<file path="config.mk">
export PLATFORM = sky130hd
export DESIGN_NAME = udp_word_rx
export DESIGN_NICKNAME = d
export VERILOG_FILES = /design/src/rtl/udp_word_rx_pkg.sv /design/src/rtl/udp_word_rx_commit_fifo.sv /design/src/rtl/udp_word_rx.sv
export SDC_FILE = /design/constraint.sdc
export NUM_CORES = 1
export LEC_CHECK = 0
export ABC_CLOCK_PERIOD_IN_PS = 7800
export BUFFER_PORTS_ARGS = -buffer_cell sky130_fd_sc_hd__buf_4
export CAP_MARGIN = 20
export CORE_MARGIN = 5
export CORE_UTILIZATION = 34
export CTS_BUF_LIST = sky130_fd_sc_hd__clkbuf_4
export CTS_CLUSTER_SIZE = 10
export DETAILED_ROUTE_END_ITERATION = 8
export GPL_ROUTABILITY_DRIVEN = 0
export GPL_TIMING_DRIVEN = 0
export PLACE_DENSITY = 0.55
export REMOVE_ABC_BUFFERS = 1
export SLEW_MARGIN = 20
export SYNTH_ARGS = -nofsm -noshare
export SYNTH_HDL_FRONTEND = slang
export SYNTH_SLANG_ARGS = --single-unit
</file>
<file path="constraint.sdc">
create_clock -name clk -period 7.8 [get_ports clk]
set_input_delay 0.78 -clock clk [delete_from_list [all_inputs] [get_ports clk]]
set_output_delay 0.78 -clock clk [all_outputs]
set_load 0.01 [all_outputs]
</file>
<file path="src/rtl/udp_word_rx_pkg.sv">
// Shared types and constants for the UDP word receiver.
// The receive FSM state encoding and the default command port live here.
package udp_rx_pkg;

    typedef enum logic [1:0] {
        S_FIRST = 2'd0,
        S_BODY  = 2'd1,
        S_SKIP  = 2'd2
    } state_t;

    localparam logic [15:0] DEFAULT_CMD_PORT = 16'h1000;

endpackage

</file>
<file path="src/rtl/udp_word_rx_commit_fifo.sv">
// Word FIFO with a speculative write pointer: frame words are written ahead of
// wr_commit and become readable only on commit, or are discarded on rollback.
module commit_fifo #(
    parameter  int W     = 32,
    parameter  int DEPTH = 16,
    localparam int AW    = $clog2(DEPTH),
    localparam int PW    = AW + 1
) (
    input  logic          clk,
    input  logic          rst_n,
    input  logic          wr_en,
    input  logic [W-1:0]  wr_data,
    input  logic          commit,
    input  logic          rollback,
    input  logic          rd_en,
    output logic [W-1:0]  rd_data,
    output logic          spec_full,
    output logic          full,
    output logic          empty,
    output logic [PW-1:0] level
);

    logic [W-1:0]  mem_q [DEPTH];
    logic [PW-1:0] rd_ptr_q, rd_ptr_d;
    logic [PW-1:0] wr_spec_q, wr_spec_d;
    logic [PW-1:0] wr_commit_q, wr_commit_d;
    logic          do_wr;
    logic          do_rd;

    // Space is judged against rd_ptr as it stands; a pop in the same cycle is not credited.
    assign spec_full = (wr_spec_q - rd_ptr_q) == PW'(DEPTH);
    assign level     = wr_commit_q - rd_ptr_q;
    assign full      = level == PW'(DEPTH);
    assign empty     = level == '0;
    assign rd_data   = empty ? '0 : mem_q[rd_ptr_q[AW-1:0]];

    always_comb begin
        do_wr       = wr_en && !spec_full && !rollback;
        do_rd       = rd_en && !empty;
        rd_ptr_d    = rd_ptr_q + PW'(do_rd);
        wr_spec_d   = rollback ? wr_commit_q : wr_spec_q + PW'(do_wr);
        wr_commit_d = commit ? wr_spec_q + PW'(do_wr) : wr_commit_q;
    end

    always_ff @(posedge clk or negedge rst_n) begin
        if (!rst_n) begin
            rd_ptr_q    <= '0;
            wr_spec_q   <= '0;
            wr_commit_q <= '0;
        end else begin
            rd_ptr_q    <= rd_ptr_d;
            wr_spec_q   <= wr_spec_d;
            wr_commit_q <= wr_commit_d;
        end
    end

    always_ff @(posedge clk) begin
        if (do_wr) begin
            mem_q[wr_spec_q[AW-1:0]] <= wr_data;
        end
    end

endmodule

</file>
<file path="src/rtl/udp_word_rx.sv">
// Packs UDP payload bytes for one destination port into big-endian words and
// hands whole good frames to a commit FIFO; bad or oversized frames roll back.
module udp_word_rx
    import udp_rx_pkg::*;
#(
    parameter logic [15:0] PORT       = DEFAULT_CMD_PORT,
    parameter int          WORD_BYTES = 4,
    parameter int          DEPTH      = 16,
    parameter int          STRICT_LEN = 1,
    parameter int          CNT_W      = 16,
    localparam int         W          = 8 * WORD_BYTES,
    localparam int         LW         = $clog2(DEPTH) + 1,
    localparam int         IDX_W      = (WORD_BYTES > 1) ? $clog2(WORD_BYTES) : 1
) (
    input  logic             clk,
    input  logic             rst_n,
    input  logic [15:0]      dest_port,
    input  logic [7:0]       s_axis_tdata,
    input  logic             s_axis_tvalid,
    input  logic             s_axis_tlast,
    input  logic             s_axis_tuser,
    input  logic             rd_en,
    output logic [W-1:0]     data,
    output logic             data_ready,
    output logic             full,
    output logic             empty,
    output logic [LW-1:0]    level,
    output logic [CNT_W-1:0] frame_cnt,
    output logic [CNT_W-1:0] drop_cnt,
    output state_t           dbg_state
);

    localparam logic [IDX_W-1:0] LAST_IDX = IDX_W'(WORD_BYTES - 1);

    state_t           state_q, state_d;
    logic [IDX_W-1:0] idx_q, idx_d;
    logic [W-1:0]     word_q, word_d;
    logic             ovf_q, ovf_d;
    logic [CNT_W-1:0] frame_cnt_q, frame_cnt_d;
    logic [CNT_W-1:0] drop_cnt_q, drop_cnt_d;

    logic             take;
    logic             finish;
    logic [W-1:0]     cur_word;
    logic             word_complete;
    logic             partial;
    logic             wr_req;
    logic             ovf_now;
    logic             bad;
    logic             good;
    logic             spec_full;

    // Handshake: a beat is s_axis_tvalid high at a rising edge; there is no
    // back-pressure, every beat is consumed in the cycle it is presented.

    always_ff @(posedge clk or negedge rst_n) begin
        if (!rst_n) begin
            state_q <= S_FIRST;
        end else begin
            state_q <= state_d;
        end
    end

    always_comb begin
        state_d = state_q;
        case (state_q)
            S_FIRST: if (s_axis_tvalid) begin
                if (dest_port != PORT) state_d = s_axis_tlast ? S_FIRST : S_SKIP;
                else                   state_d = s_axis_tlast ? S_FIRST : S_BODY;
            end
            S_BODY:  if (s_axis_tvalid && s_axis_tlast) state_d = S_FIRST;
            S_SKIP:  if (s_axis_tvalid && s_axis_tlast) state_d = S_FIRST;
            default: state_d = S_FIRST;
        endcase
    end

    always_comb begin
        take   = s_axis_tvalid &&
                 ((state_q == S_FIRST && dest_port == PORT) || state_q == S_BODY);
        finish = take && s_axis_tlast;
    end

    assign dbg_state = state_q;

    // Byte k of a word occupies the k-th most significant byte lane.
    always_comb begin
        cur_word = word_q;
        for (int k = 0; k < WORD_BYTES; k++) begin
            if (idx_q == IDX_W'(k)) cur_word[8*(WORD_BYTES-1-k) +: 8] = s_axis_tdata;
        end
    end

    always_comb begin
        word_complete = take && (idx_q == LAST_IDX);
        partial       = finish && !word_complete;
        wr_req        = word_complete || (partial && (STRICT_LEN == 0));
        ovf_now       = wr_req && spec_full;
        bad           = finish && (s_axis_tuser || ovf_q || ovf_now ||
                                   ((STRICT_LEN != 0) && partial));
        good          = finish && !bad;
    end

    always_comb begin
        word_d      = word_q;
        idx_d       = idx_q;
        ovf_d       = ovf_q;
        frame_cnt_d = frame_cnt_q;
        drop_cnt_d  = drop_cnt_q;
        if (take) begin
            if (word_complete || finish) begin
                word_d = '0;
                idx_d  = '0;
            end else begin
                word_d = cur_word;
                idx_d  = idx_q + IDX_W'(1);
            end
            ovf_d = finish ? 1'b0 : (ovf_q | ovf_now);
        end
        if (good) frame_cnt_d = frame_cnt_q + CNT_W'(1);
        if (bad && drop_cnt_q != '1) drop_cnt_d = drop_cnt_q + CNT_W'(1);
    end

    always_ff @(posedge clk or negedge rst_n) begin
        if (!rst_n) begin
            word_q      <= '0;
            idx_q       <= '0;
            ovf_q       <= 1'b0;
            frame_cnt_q <= '0;
            drop_cnt_q  <= '0;
        end else begin
            word_q      <= word_d;
            idx_q       <= idx_d;
            ovf_q       <= ovf_d;
            frame_cnt_q <= frame_cnt_d;
            drop_cnt_q  <= drop_cnt_d;
        end
    end

    commit_fifo #(
        .W     (W),
        .DEPTH (DEPTH)
    ) u_fifo (
        .clk       (clk),
        .rst_n     (rst_n),
        .wr_en     (wr_req && !bad),
        .wr_data   (cur_word),
        .commit    (good),
        .rollback  (bad),
        .rd_en     (rd_en),
        .rd_data   (data),
        .spec_full (spec_full),
        .full      (full),
        .empty     (empty),
        .level     (level)
    );

    assign data_ready = !empty;
    assign frame_cnt  = frame_cnt_q;
    assign drop_cnt   = drop_cnt_q;

endmodule
</file>
==> results of run 1 <==
-- path summary, 6_finish.rpt --
| path | to | slack, ns | cells after the start |
|---|---|---|---|
| setup / recovery | u_fifo.mem_q[4][6] | 2.88 | 12 |
| hold / removal | u_fifo.rd_ptr_q[0] | 0.22 | 3 |
| setup reg to reg | u_fifo.mem_q[4][6] | 2.88 | 12 |
| hold reg to reg | word_q[27] | 0.47 | 2 |
| max in group asynchronous | u_fifo.rd_ptr_q[0] | 6.71 | 2 |
| min in group asynchronous | u_fifo.rd_ptr_q[3] | 0.50 | 2 |
-- sequential cells by signal (all words and copies together), names as in the netlist --
signal / cells
dbg_state: 2
idx_q: 2
u_fifo.wr_spec_q: 5
drop_cnt: 16
u_fifo.mem_q: 512
ovf_q: 1
u_fifo.wr_commit_q: 5
u_fifo.rd_ptr_q: 5
word_q: 32
frame_cnt: 16
-- critical path: stages, from the launching register on --
cell and delay (ns):
dfrtp_4 0.79, buf_16 0.31, ha_1 0.30, o211ai_1 0.10
mux2i_1 0.20, nand2_1 0.28, nand4_1 0.50, buf_6 0.39
nor4_2 0.73, buf_2 0.35, buf_2 0.23, buf_4 0.19
buf_2 0.22
-- routing by layer --
| metal | vias up | track usage (%) |
|---|---|---|
| met5 | - | 0 |
| met4 | 2 | 5.03 |
| met3 | 74 | 3.71 |
| met2 | 381 | 23.1 |
| met1 | 6748 | 20.4 |
| li1 | 5680 | - |
-- per-stage QoR --
step / utilization, % / power, mW / area (um2) / hold WS [ns]
after floorplan: - / 4.80 / 23800 / 0.442
after global placement: 36.7 / 5.50 / 25800 / 0.455
after detailed placement: 38.4 / 5.39 / 27000 / 0.459
after CTS: 41.3 / 8.13 / 29000 / 0.0612
after global routing: 41.3 / 8.41 / 29000 / 0.134
final: 41.3 / 7.95 / 29000 / 0.215
-- what timing repair did --
action / in CTS / in global routing
gates resized for setup: 0 / 0
hold buffers: 2 / 0
hold endpoints to repair: 85 / 0
buffers inserted: 0 / 0
-- power by group through the flow --
stage | registers, mW | logic [mW] | clock network (mW)
finish | 3.54 | 1.72 | 2.70
global route | 3.55 | 1.87 | 2.99
detailed placement | 3.61 | 1.78 | 0
CTS | 3.55 | 1.78 | 2.81
global placement | 3.97 | 1.54 | 0
floorplan | 3.78 | 1.02 | 0
-- kinds of logic after synthesis --
kind of cell | Yosys count | synth area share, %
DFF | 596 | 72.4
muxes | 204 | 17.0
AOI/OAI and AO/OA | 25 | 0.736
adders and majority gates | 21 | 1.12
xor gates and xnor gates | 39 | 1.42
and+or+nand+nor | 253 | 5.83
buffers and inverters | 80 | 1.51
-- cell usage after synthesis (all sizes together) (2+ instances only) --
| master | count | area (um2) |
|---|---|---|
| o22ai | 2 | 18.8 |
| a2111oi | 2 | 17.5 |
| nor2 | 16 | 67.6 |
| ha | 20 | 250 |
| mux4 | 160 | 3600 |
| xnor2 | 22 | 193 |
| edfxtp | 512 | 15400 |
| nand2b | 4 | 25.0 |
| or3 | 3 | 18.8 |
| nand4 | 16 | 100 |
| nor4b | 4 | 47.6 |
| nor4 | 19 | 181 |
| mux2 | 43 | 484 |
| nand2 | 70 | 263 |
| buf | 33 | 189 |
| o21a | 5 | 37.5 |
| nand3 | 49 | 245 |
| and2 | 2 | 12.5 |
| clkbuf | 29 | 109 |
| dfrtp | 84 | 2100 |
| nor3 | 15 | 80.1 |
| and4 | 2 | 17.5 |
| nor2b | 44 | 275 |
| or4 | 2 | 15.0 |
| xor2 | 17 | 149 |
| o21ai | 11 | 55.1 |
| inv | 18 | 67.6 |
| and3 | 3 | 18.8 |
-- area by class of cell --
class / count / area, um2 / area share, %
diodes: 3 / 7.51 / 0.0259
repair buffers: 220 / 1840 / 6.33
multi-input cells: 542 / 6430 / 22.1
clock buffers: 239 / 1790 / 6.18
clock inverters: 38 / 218 / 0.750
well taps: 940 / 1180 / 4.05
inverters: 18 / 70.1 / 0.241
flip-flops and latches: 596 / 17500 / 60.3
==> results.ini, run 1 <==
[status]
status = finished clean

[floorplanning]
dieArea_mm2 = 0.0764
die_x_um = 276
core_mm2 = 0.0703
ios = 104
start_util_pct = 34.3
die_y_um = 276
num_rows = 97

[timing]
finClkSkew_ns = 0.0515
hold_viol_final = 0
setup_viol = 0
fin_ws_ns = 2.88
finalSetupTns_ns = 0
rsz0062_at_grt = false
slew_viol_final = 0
period_share_pct = 63.1
max_slew_margin_pct = 28.9
tightest_slew_ns = 1.07
fmax_ghz = 0.203
min_period_ns = 4.92

[clock_tree]
path_clk_slew_ns = 0.06
h-tree-depth = 4
cts-root-buf = clkbuf_4
numCtsBuffers = 157
cts_tree = yes
clock_latency_ns = 0.95
clockBufferDepth = 3
clock_sinks = 596

[final_layout]
layout_commonest_cell = edfxtp_1
area_growth_pct = 20.2
fillers = 6320
final_cell_mix = 512 x edfxtp_1, 239 x clkbuf_4, 160 x mux4_2, 159 x buf_4, 81 x dfrtp_1
final_net_count = 1586
final_cells = 2596
final_layout_size_suffix_gt1_share_pct = 43.1

[detailed_routing]
via_count = 12900
drtAntennaViolNets = 0
routed_wl_um = 56500
avgViaCountPerCell = 4.96
route.met2.wl_um = 27000
drtIter0Drc = 808
drtPass1Iterations = 5
route.met3.wl_um = 3180
route.detailed.wl_per_inst_um = 21.8
met1_length_um = 25400
drc = 0
routed.top_layer = met5

[synth]
yosysWarningCount = 0
avgSynthCellArea_um2 = 19.8
syn_inst = 1218
synth.cell_area_mm2 = 0.0241
synth.ff_latch_count = 596
synth-main-ff-cell = edfxtp_1
yosysSeqAreaShare_pct = 72.4
synth_edf_count = 512
ys_types = 50
synthArstFlopShare_pct = 14.1

[global_route]
grt_max_degree = 85
antenna_found_initial = 4
grt_pass1_vias = 13700
grt_pass1_wl_um = 85900
grt_usage_pct = 14.8
gr-total-overflow = 0

[placed_design]
dpl.hpwl_um = 38300
dp_slack_ns = 2.43
portBuffers = 103
dp_cells = 2313

[critical_path]
critPathMaxFanout = 29
critPathRequiredTime_ns = 8.43
r2r-start = u_fifo.rd_ptr_q[0]
critPathArrivalTime_ns = 5.56
cp-end-kind = register
critical_path_class = reg -> reg
crit_start = u_fifo.rd_ptr_q[0]
worstSetupStartpointType = register

[run]
drv_cap = 0

[pwr]
pwr-share-seq_pct = 44.5
ir_drop_mv = 0.207
p_comb_share_pct = 21.6
clock_power_share_pct = 33.9
p_int_mw = 5.81
switchingPower_mw = 2.14
swShare_pct = 26.9
p_leak_nw = 9.49
p_per_area_mw_per_mm2 = 274

[min_path]
holdCritPathClass = in -> reg
hold_start = rd_en

Power figures use the tool's default switching activity.
==> inputs of run 2 (changes only) <==
--- a/config.mk
+++ b/config.mk
@@ -5,7 +5,7 @@
 export SDC_FILE = /design/constraint.sdc
 export NUM_CORES = 1
 export LEC_CHECK = 0
-export ABC_CLOCK_PERIOD_IN_PS = 7800
+export ABC_CLOCK_PERIOD_IN_PS = 4700
 export BUFFER_PORTS_ARGS = -buffer_cell sky130_fd_sc_hd__buf_4
 export CAP_MARGIN = 20
 export CORE_MARGIN = 5
==> constraint.sdc (replaced) <==
create_clock -name clk -period 4.7 [get_ports clk]
set_input_delay 0.47 -clock clk [delete_from_list [all_inputs] [get_ports clk]]
set_output_delay 0.47 -clock clk [all_outputs]
set_load 0.01 [all_outputs]
==> run 2 against run 1 <==
Against the previous run:
- non-clock buffer count increased by 9
- global-route usage barely moved
- routed wire length grew 0.63%
- sequential power rose by 65%
- sequential cell count stayed put
- critical path depth is 3 lower
- first-iteration DRC count down 1.2%
- final area up 0.44%
- via count grew 0.58%
==> results.ini, run 2 (synthesis results as in run 1) <==
[clock_tree]
clock_latency_ns = 0.95  ; about the same
h-tree-depth = 4  ; unchanged
clock_sinks = 596  ; unchanged
numCtsBuffers = 157  ; unchanged
cts-root-buf = clkbuf_4
path_clk_slew_ns = 0.06  ; about the same
cts_tree = yes
clockBufferDepth = 3  ; unchanged

[min_path]
holdCritPathClass = in -> reg
whs_endpoint = u_fifo.mem_q[11][0]
hold_start = s_axis_tdata[0]
hold_depth = 2  ; -1

[placed_design]
portBuffers = 103  ; unchanged
dp_slack_ns = -0.672  ; -3.10 ns
dpl.hpwl_um = 38300  ; unchanged
dp_cells = 2313  ; unchanged

[critical_path]
cp-end-kind = output pin
worstPathCellList = ha_1, fa_1, inv_1, or3_1, a221oi_4, buf_6, buf_6, nor2b_1, buf_4
reg2reg_slack_ns = 0.66  ; -2.22 ns
crit_start = u_fifo.rd_ptr_q[0]
worstSetupStartpointType = register
reg2reg_to = u_fifo.mem_q[4][6]
critPathArrivalTime_ns = 3.89  ; -1.67 ns
critical_path_class = reg -> out
slowest_delay_ns = 0.64  ; -0.15 ns
crit_slowest_cell = dfrtp_4
cp_common_cell = buf_6
r2r-start = u_fifo.rd_ptr_q[0]
path_delay_family = adder cells
critPathRequiredTime_ns = 4.23  ; -4.20 ns
critPathMaxFanout = 14  ; -52%
reg2regPathDepth = 12  ; unchanged
cp_num_buf_inv = 4  ; -2

[global_route]
grt_usage_pct = 14.8  ; +0.046 points
grt.busiest_layer = met2
grt_max_degree = 85  ; unchanged
grt_pass1_wl_um = 86200  ; +0.35%
grt_use_met1_pct = 20.5  ; +0.056 points
use_met3_pct = 3.72  ; +0.0084 points
antenna_found_initial = 4  ; unchanged
grtUsageMet2_pct = 23.2  ; +0.057 points
gr-total-overflow = 0  ; unchanged
grt_pass1_vias = 13800  ; +0.58%

[final_layout]
final_cells = 2605  ; +0.35%
final_layout_size_suffix_gt1_share_pct = 43.2  ; +0.067 points
ff_latch_area_mm2 = 0.0175  ; unchanged
largest_register_ffs = 512  ; unchanged
multi_input_area_mm2 = 0.00645  ; +0.41%
final_net_count = 1595  ; +0.57%
fillers = 6315  ; -0.079%
area_growth_pct = 20.7
layout_commonest_cell = edfxtp_1
final_cell_mix = 512 x edfxtp_1, 239 x clkbuf_4, 163 x buf_4, 160 x mux4_2, 81 x dfrtp_1

[timing]
slew_viol_final = 0  ; unchanged
max_slew_margin_pct = 28.1  ; -0.84 points
rsz0062_at_grt = false
hold_viol_final = 0  ; unchanged
fmax_ghz = 0.230
finClkSkew_ns = 0.0507  ; -0.000768 ns
hold_slack_ns = 0.167  ; -0.0480 ns
period_share_pct = 92.7
tightest_slew_ns = 1.08  ; +0.0127 ns
fin_ws_ns = 0.344  ; -2.53 ns
min_period_ns = 4.36
setup_viol = 0  ; unchanged

[pwr]
p_leak_nw = 9.54  ; +0.53%
ir_drop_mv = 0.336  ; +62%
p_per_area_mw_per_mm2 = 455  ; +66%

[run]
drv_cap = 0  ; unchanged

[detailed_routing]
drtAntennaViolNets = 0  ; unchanged
drtPass1Iterations = 5  ; unchanged
route.detailed.wl_per_inst_um = 21.8  ; +0.28%
drc = 0  ; unchanged
drtIter0Drc = 798  ; -1.2%
routed_wl_um = 56900  ; +0.63%
via_count = 13000  ; +0.58%
avgViaCountPerCell = 4.98  ; +0.23%

[floorplanning]
core_mm2 = 0.0703  ; unchanged
die_y_um = 276  ; unchanged
num_rows = 97  ; unchanged
ios = 104  ; unchanged
die_x_um = 276  ; unchanged
start_util_pct = 34.3  ; unchanged
dieArea_mm2 = 0.0764  ; unchanged

[status]
status = finished clean

## run 2: cell count changes in the layout (fill, tap and decap cells not counted), sizes merged
cell	delta
buf	+5
dlygate4sd3	+4
## run 2: per-stage QoR
step	cell area [um2]	setup TNS, ns	power [mW]	utilization [%]
floorplan	23800	-2774.65	7.96	-
global placement	25800	-6531.32	8.57	36.7
detailed placement	27000	-33.88	8.95	38.4
CTS	29100	0	13.5	41.4
global route	29100	0	14.0	41.5
finish	29100	0	13.3	41.5
## run 2: worst register-to-register path: cells and delay by family (launching register included)
| family | cells | cell delay [ns] |
|---|---|---|
| adder cells (fa/ha/maj) | 1 | 0.32 |
| multiplexers | 1 | 0.20 |
| buffers and inverters | 6 | 1.51 |
| AO/OA/AOI/OAI | 1 | 0.10 |
| flip-flops | 1 | 0.68 |
| AND/OR/NAND/NOR | 3 | 0.93 |
## run 2: metal layers
metal	vias up	routed length, um
li1	5697	-
met1	6791	25400
met2	394	27200
met3	76	3280
met4	2	1070
met5	-	7
## run 2: final cells by class
cell class              instances  share of cell area (%)
inverters                      18                   0.240
repair buffers                229                    6.65
clock inverters                38                   0.747
multi-input cells             542                    22.1
diodes                          3                  0.0258
flip-flops and latches        596                    60.0
well taps                     940                    4.04
clock buffers                 239                    6.16
## run 2: worst max path at each step
stage	endpoint	slack (ns)	depth (start not counted)
after floorplan	u_fifo.mem_q[12][0]	-5.56	6
after global placement	u_fifo.mem_q[4][2]	-13.46	6
after detailed placement	u_fifo.mem_q[4][2]	-0.67	11
after CTS	data[28]	0.003	10
after global routing	data[28]	0.05	9
final	data[3]	0.34	9
## run 2: repair_timing
action,in CTS,in global routing
pin swaps,1,0
gates resized for setup,3,0
endpoints found under the hold margin,121,0
hold buffers,6,0
buffers inserted,4,2
setup endpoints to repair,185,10
## run 2: where the power goes
part	switching (mW)	internal [mW]	total, mW
Sequential	0.119	5.72	5.84
Combinational	1.41	1.54	2.95
Clock	2.05	2.42	4.48
==> inputs of run 3 (changes only) <==
--- a/config.mk
+++ b/config.mk
@@ -9,15 +9,15 @@
 export BUFFER_PORTS_ARGS = -buffer_cell sky130_fd_sc_hd__buf_4
 export CAP_MARGIN = 20
 export CORE_MARGIN = 5
-export CORE_UTILIZATION = 34
+export CORE_UTILIZATION = 64
 export CTS_BUF_LIST = sky130_fd_sc_hd__clkbuf_4
 export CTS_CLUSTER_SIZE = 10
 export DETAILED_ROUTE_END_ITERATION = 8
 export GPL_ROUTABILITY_DRIVEN = 0
 export GPL_TIMING_DRIVEN = 0
-export PLACE_DENSITY = 0.55
-export REMOVE_ABC_BUFFERS = 1
+export PLACE_DENSITY = 0.88
 export SLEW_MARGIN = 20
 export SYNTH_ARGS = -nofsm -noshare
 export SYNTH_HDL_FRONTEND = slang
+export SYNTH_HIERARCHICAL = 1
 export SYNTH_SLANG_ARGS = --single-unit
==> run 3 against run 2 <==
Against the previous run:
- sequential share of layout area up 1.8 points
- synthesized cell count up 2.5%
- area after synthesis down 1.3%
- sequential power down 2%
- worst setup slack worse by 0.27 ns
- sequential cell count unchanged
- critical endpoint is now u_fifo/mem_q[1][23]
- highest routed layer is now met4
==> results.ini, run 3 <==
[detailed_routing]
drtPass1Iterations = 6  ; +1
via_count = 14400  ; +11%
route.detailed.wl_per_inst_um = 29.2  ; +34%
routed_wl_um = 62600  ; +10%
drc = 0  ; unchanged
drtIter0Drc = 2044  ; +160%
avgViaCountPerCell = 6.70  ; +35%
drtAntennaViolNets = 0  ; unchanged

[timing]
period_share_pct = 98.3  ; +5.7 points
fmax_ghz = 0.216  ; -5.8%
hold_viol_final = 0  ; unchanged
finClkSkew_ns = 0.0517  ; +0.00102 ns
slew_viol_final = 0  ; unchanged
setup_viol = 0  ; unchanged
hold_slack_ns = 0.0566  ; -0.111 ns
max_slew_margin_pct = 35.8  ; +7.8 points
tightest_slew_ns = 0.959  ; -0.120 ns
min_period_ns = 4.62  ; +0.266 ns

[clock_tree]
h-tree-depth = 4  ; unchanged
path_clk_slew_ns = 0.06  ; about the same
numCtsBuffers = 147  ; -6.4%
cts-root-buf = clkbuf_4
clock_latency_ns = 0.82  ; -0.13 ns
clockBufferDepth = 3  ; unchanged
cts_tree = yes
clock_sinks = 596  ; unchanged

[global_route]
grt_pass1_vias = 15100  ; +9.2%
gr-total-overflow = 0  ; unchanged
grt_max_degree = 85  ; unchanged
antenna_found_initial = 1  ; -3
grt_pass1_wl_um = 92200  ; +6.9%
grt_usage_pct = 30.2  ; +15 points

[synth]
syn-num-nets = 1299
synth_edf_count = 512  ; unchanged
yosysTopAreaCell = edfxtp_1
syn_inst = 1248  ; +2.5%
synth.cell_area_mm2 = 0.0238  ; -1.3%
synth-main-ff-cell = edfxtp_1
netlist_top_cells_area = edfxtp_1 65%, mux4_2 12%, dfrtp_1 8.8%
synth.ff_latch_count = 596  ; unchanged
ys_types = 52  ; +4.0%
synthArstFlopShare_pct = 14.1  ; unchanged
yosysMostFrequentCell = edfxtp_1
yosysSeqAreaShare_pct = 73.3  ; +0.93 points
synth.top_cell.area_share_pct = 64.5  ; +0.82 points
yosysWarningCount = 6  ; +6
synthTopCellsByCount = 512 x edfxtp_1, 128 x mux4_2, 84 x dfrtp_1
avgSynthCellArea_um2 = 19.1  ; -3.6%

[floorplanning]
num_rows = 70  ; -28%
start_util_pct = 64.9  ; +31 points
ios = 104  ; unchanged
die_x_um = 203  ; -27%
core_mm2 = 0.0367  ; -48%
dieArea_mm2 = 0.0412  ; -46%
die_y_um = 203  ; -27%

[critical_path]
critPathRequiredTime_ns = 5.18  ; +0.95 ns
crit_start = u_fifo/rd_ptr_q[2]
critical_path_class = reg -> reg
r2r-start = u_fifo/rd_ptr_q[2]
critPathArrivalTime_ns = 5.11  ; +1.22 ns
reg2reg_to = u_fifo/mem_q[1][23]
worstSetupEndpoint = u_fifo/mem_q[1][23]
reg2reg_slack_ns = 0.08  ; -0.58 ns
worstSetupStartpointType = register
reg2regPathDepth = 19  ; +7
critPathMaxFanout = 12  ; -2
cp-end-kind = register

[final_layout]
layout_commonest_cell = edfxtp_1
area_growth_pct = 18.6
final_net_count = 1621  ; +1.6%
final_layout_size_suffix_gt1_share_pct = 38.1  ; -5.1 points
fillers = 1801  ; -71%
largest_register_ffs = 512  ; unchanged
ff_latch_area_mm2 = 0.0175  ; about the same
final_cell_mix = 512 x edfxtp_1, 219 x clkbuf_4, 136 x buf_4, 128 x mux4_2, 84 x dfrtp_1
postLayoutCoreUtil_pct = 77.0  ; +36 points
multi_input_area_mm2 = 0.00618  ; -4.3%

[pwr]
p_comb_share_pct = 22.2  ; about the same
p_leak_nw = 10.4  ; +8.9%
pwr-share-seq_pct = 44.0  ; about the same
ir_drop_mv = 0.320  ; -4.9%
p_per_area_mw_per_mm2 = 462  ; +1.5%
p_int_mw = 9.24  ; -4.5%
swShare_pct = 29.2  ; +2.2 points
switchingPower_mw = 3.81  ; +6.5%
clock_power_share_pct = 33.8  ; about the same

[run]
drv_cap = 0  ; unchanged

[placed_design]
portBuffers = 103  ; unchanged
dpl.hpwl_um = 36900  ; -3.6%

[status]
status = finished clean

[min_path]
holdCritPathClass = in -> reg
hold_depth = 3  ; +1

==> run 3: logic make-up after synthesis <==
kind of cell / count (synthesis) / share of synthesized area (%)
adder cells (fa/ha/maj): 21 / 1.13
multiplexers: 171 / 14.1
flip-flops: 596 / 73.3
buffers and inverters: 82 / 1.59
XOR/XNOR: 40 / 1.47
AND/OR/NAND/NOR: 193 / 4.31
AO/OA/AOI/OAI: 145 / 4.03
==> run 3: area by class of cell <==
class,instances,share of cell area [%]
multi-input cells,572,21.9
plain buffers,61,1.15
well taps,468,2.07
diodes,1,0.00886
clock inverters,34,0.934
repair buffers,172,6.04
clock buffers,219,5.82
inverters,20,0.275
flip-flops and latches,596,61.8
==> run 3: metrics by stage <==
stage               instances  cell area, um2  setup WS (ns)  setup TNS, ns  total power [mW]
finish                   2143           28300         0.0779              0              13.1
global route             2143           28300        -0.0143        -0.0332              13.6
CTS                      2116           28000         0.0143              0              13.0
detailed placement       1841           25800         -0.494         -92.21              8.66
global placement         1819           25400          -1.09        -341.11              8.58
floorplan                1248           24000        -0.0382          -1.22              7.60
==> run 3: timing repair <==
action / 4_1_cts / 5_1_grt
setup buffers: 17 / 27
hold buffers: 3 / 0
endpoints found under the setup margin: 400 / 307
gates resized for setup: 2 / 0
hold endpoints to repair: 87 / 0
cloned: 2 / 0
pin swaps: 13 / 11
==> run 3: worst min-delay path by stage <==
stage	endpoint	slack, ns	start
floorplan	dbg_state[0]	0.17	rst_n
global placement	word_q[14]	0.46	word_q[14]
detailed placement	word_q[16]	0.48	word_q[16]
CTS	u_fifo/rd_ptr_q[0]	0.005	rd_en
global route	u_fifo/rd_ptr_q[0]	0.004	rd_en
finish	u_fifo/rd_ptr_q[0]	0.06	rd_en
==> run 3: layer usage <==
layer / track usage (%) / part of all wire [%] / wire, um
met2: 50.7 / 51 / 32200
met4: 12.7 / 4.0 / 2520
met3: 7.06 / 11 / 7010
met5: 0 / 0 / 0
met1: 38.5 / 33 / 20900
==> run 3: critical path, stage by stage, from the launching register on <==
cell and delay, ns:
dfrtp_1 0.36, buf_6 0.15, buf_6 0.19, buf_8 0.18, inv_4 0.06, ha_4 0.21, and2_1 0.14, o2111a_1 0.28
and3_4 0.20, a211oi_4 0.28, nand2_1 0.14, a31oi_4 0.18, buf_6 0.18, and3_4 0.19, inv_2 0.04, a311o_2 0.42
or3_4 0.48, nor3_4 0.24, buf_16 0.19, buf_8 0.18
==> run 3: power by group through the flow <==
stage	clock, mW	combinational, mW	sequential (mW)
floorplan	0	1.75	5.85
global placement	0	2.72	5.86
detailed placement	0	2.80	5.86
CTS	4.43	2.85	5.75
global route	4.80	3.03	5.75
finish	4.41	2.89	5.75
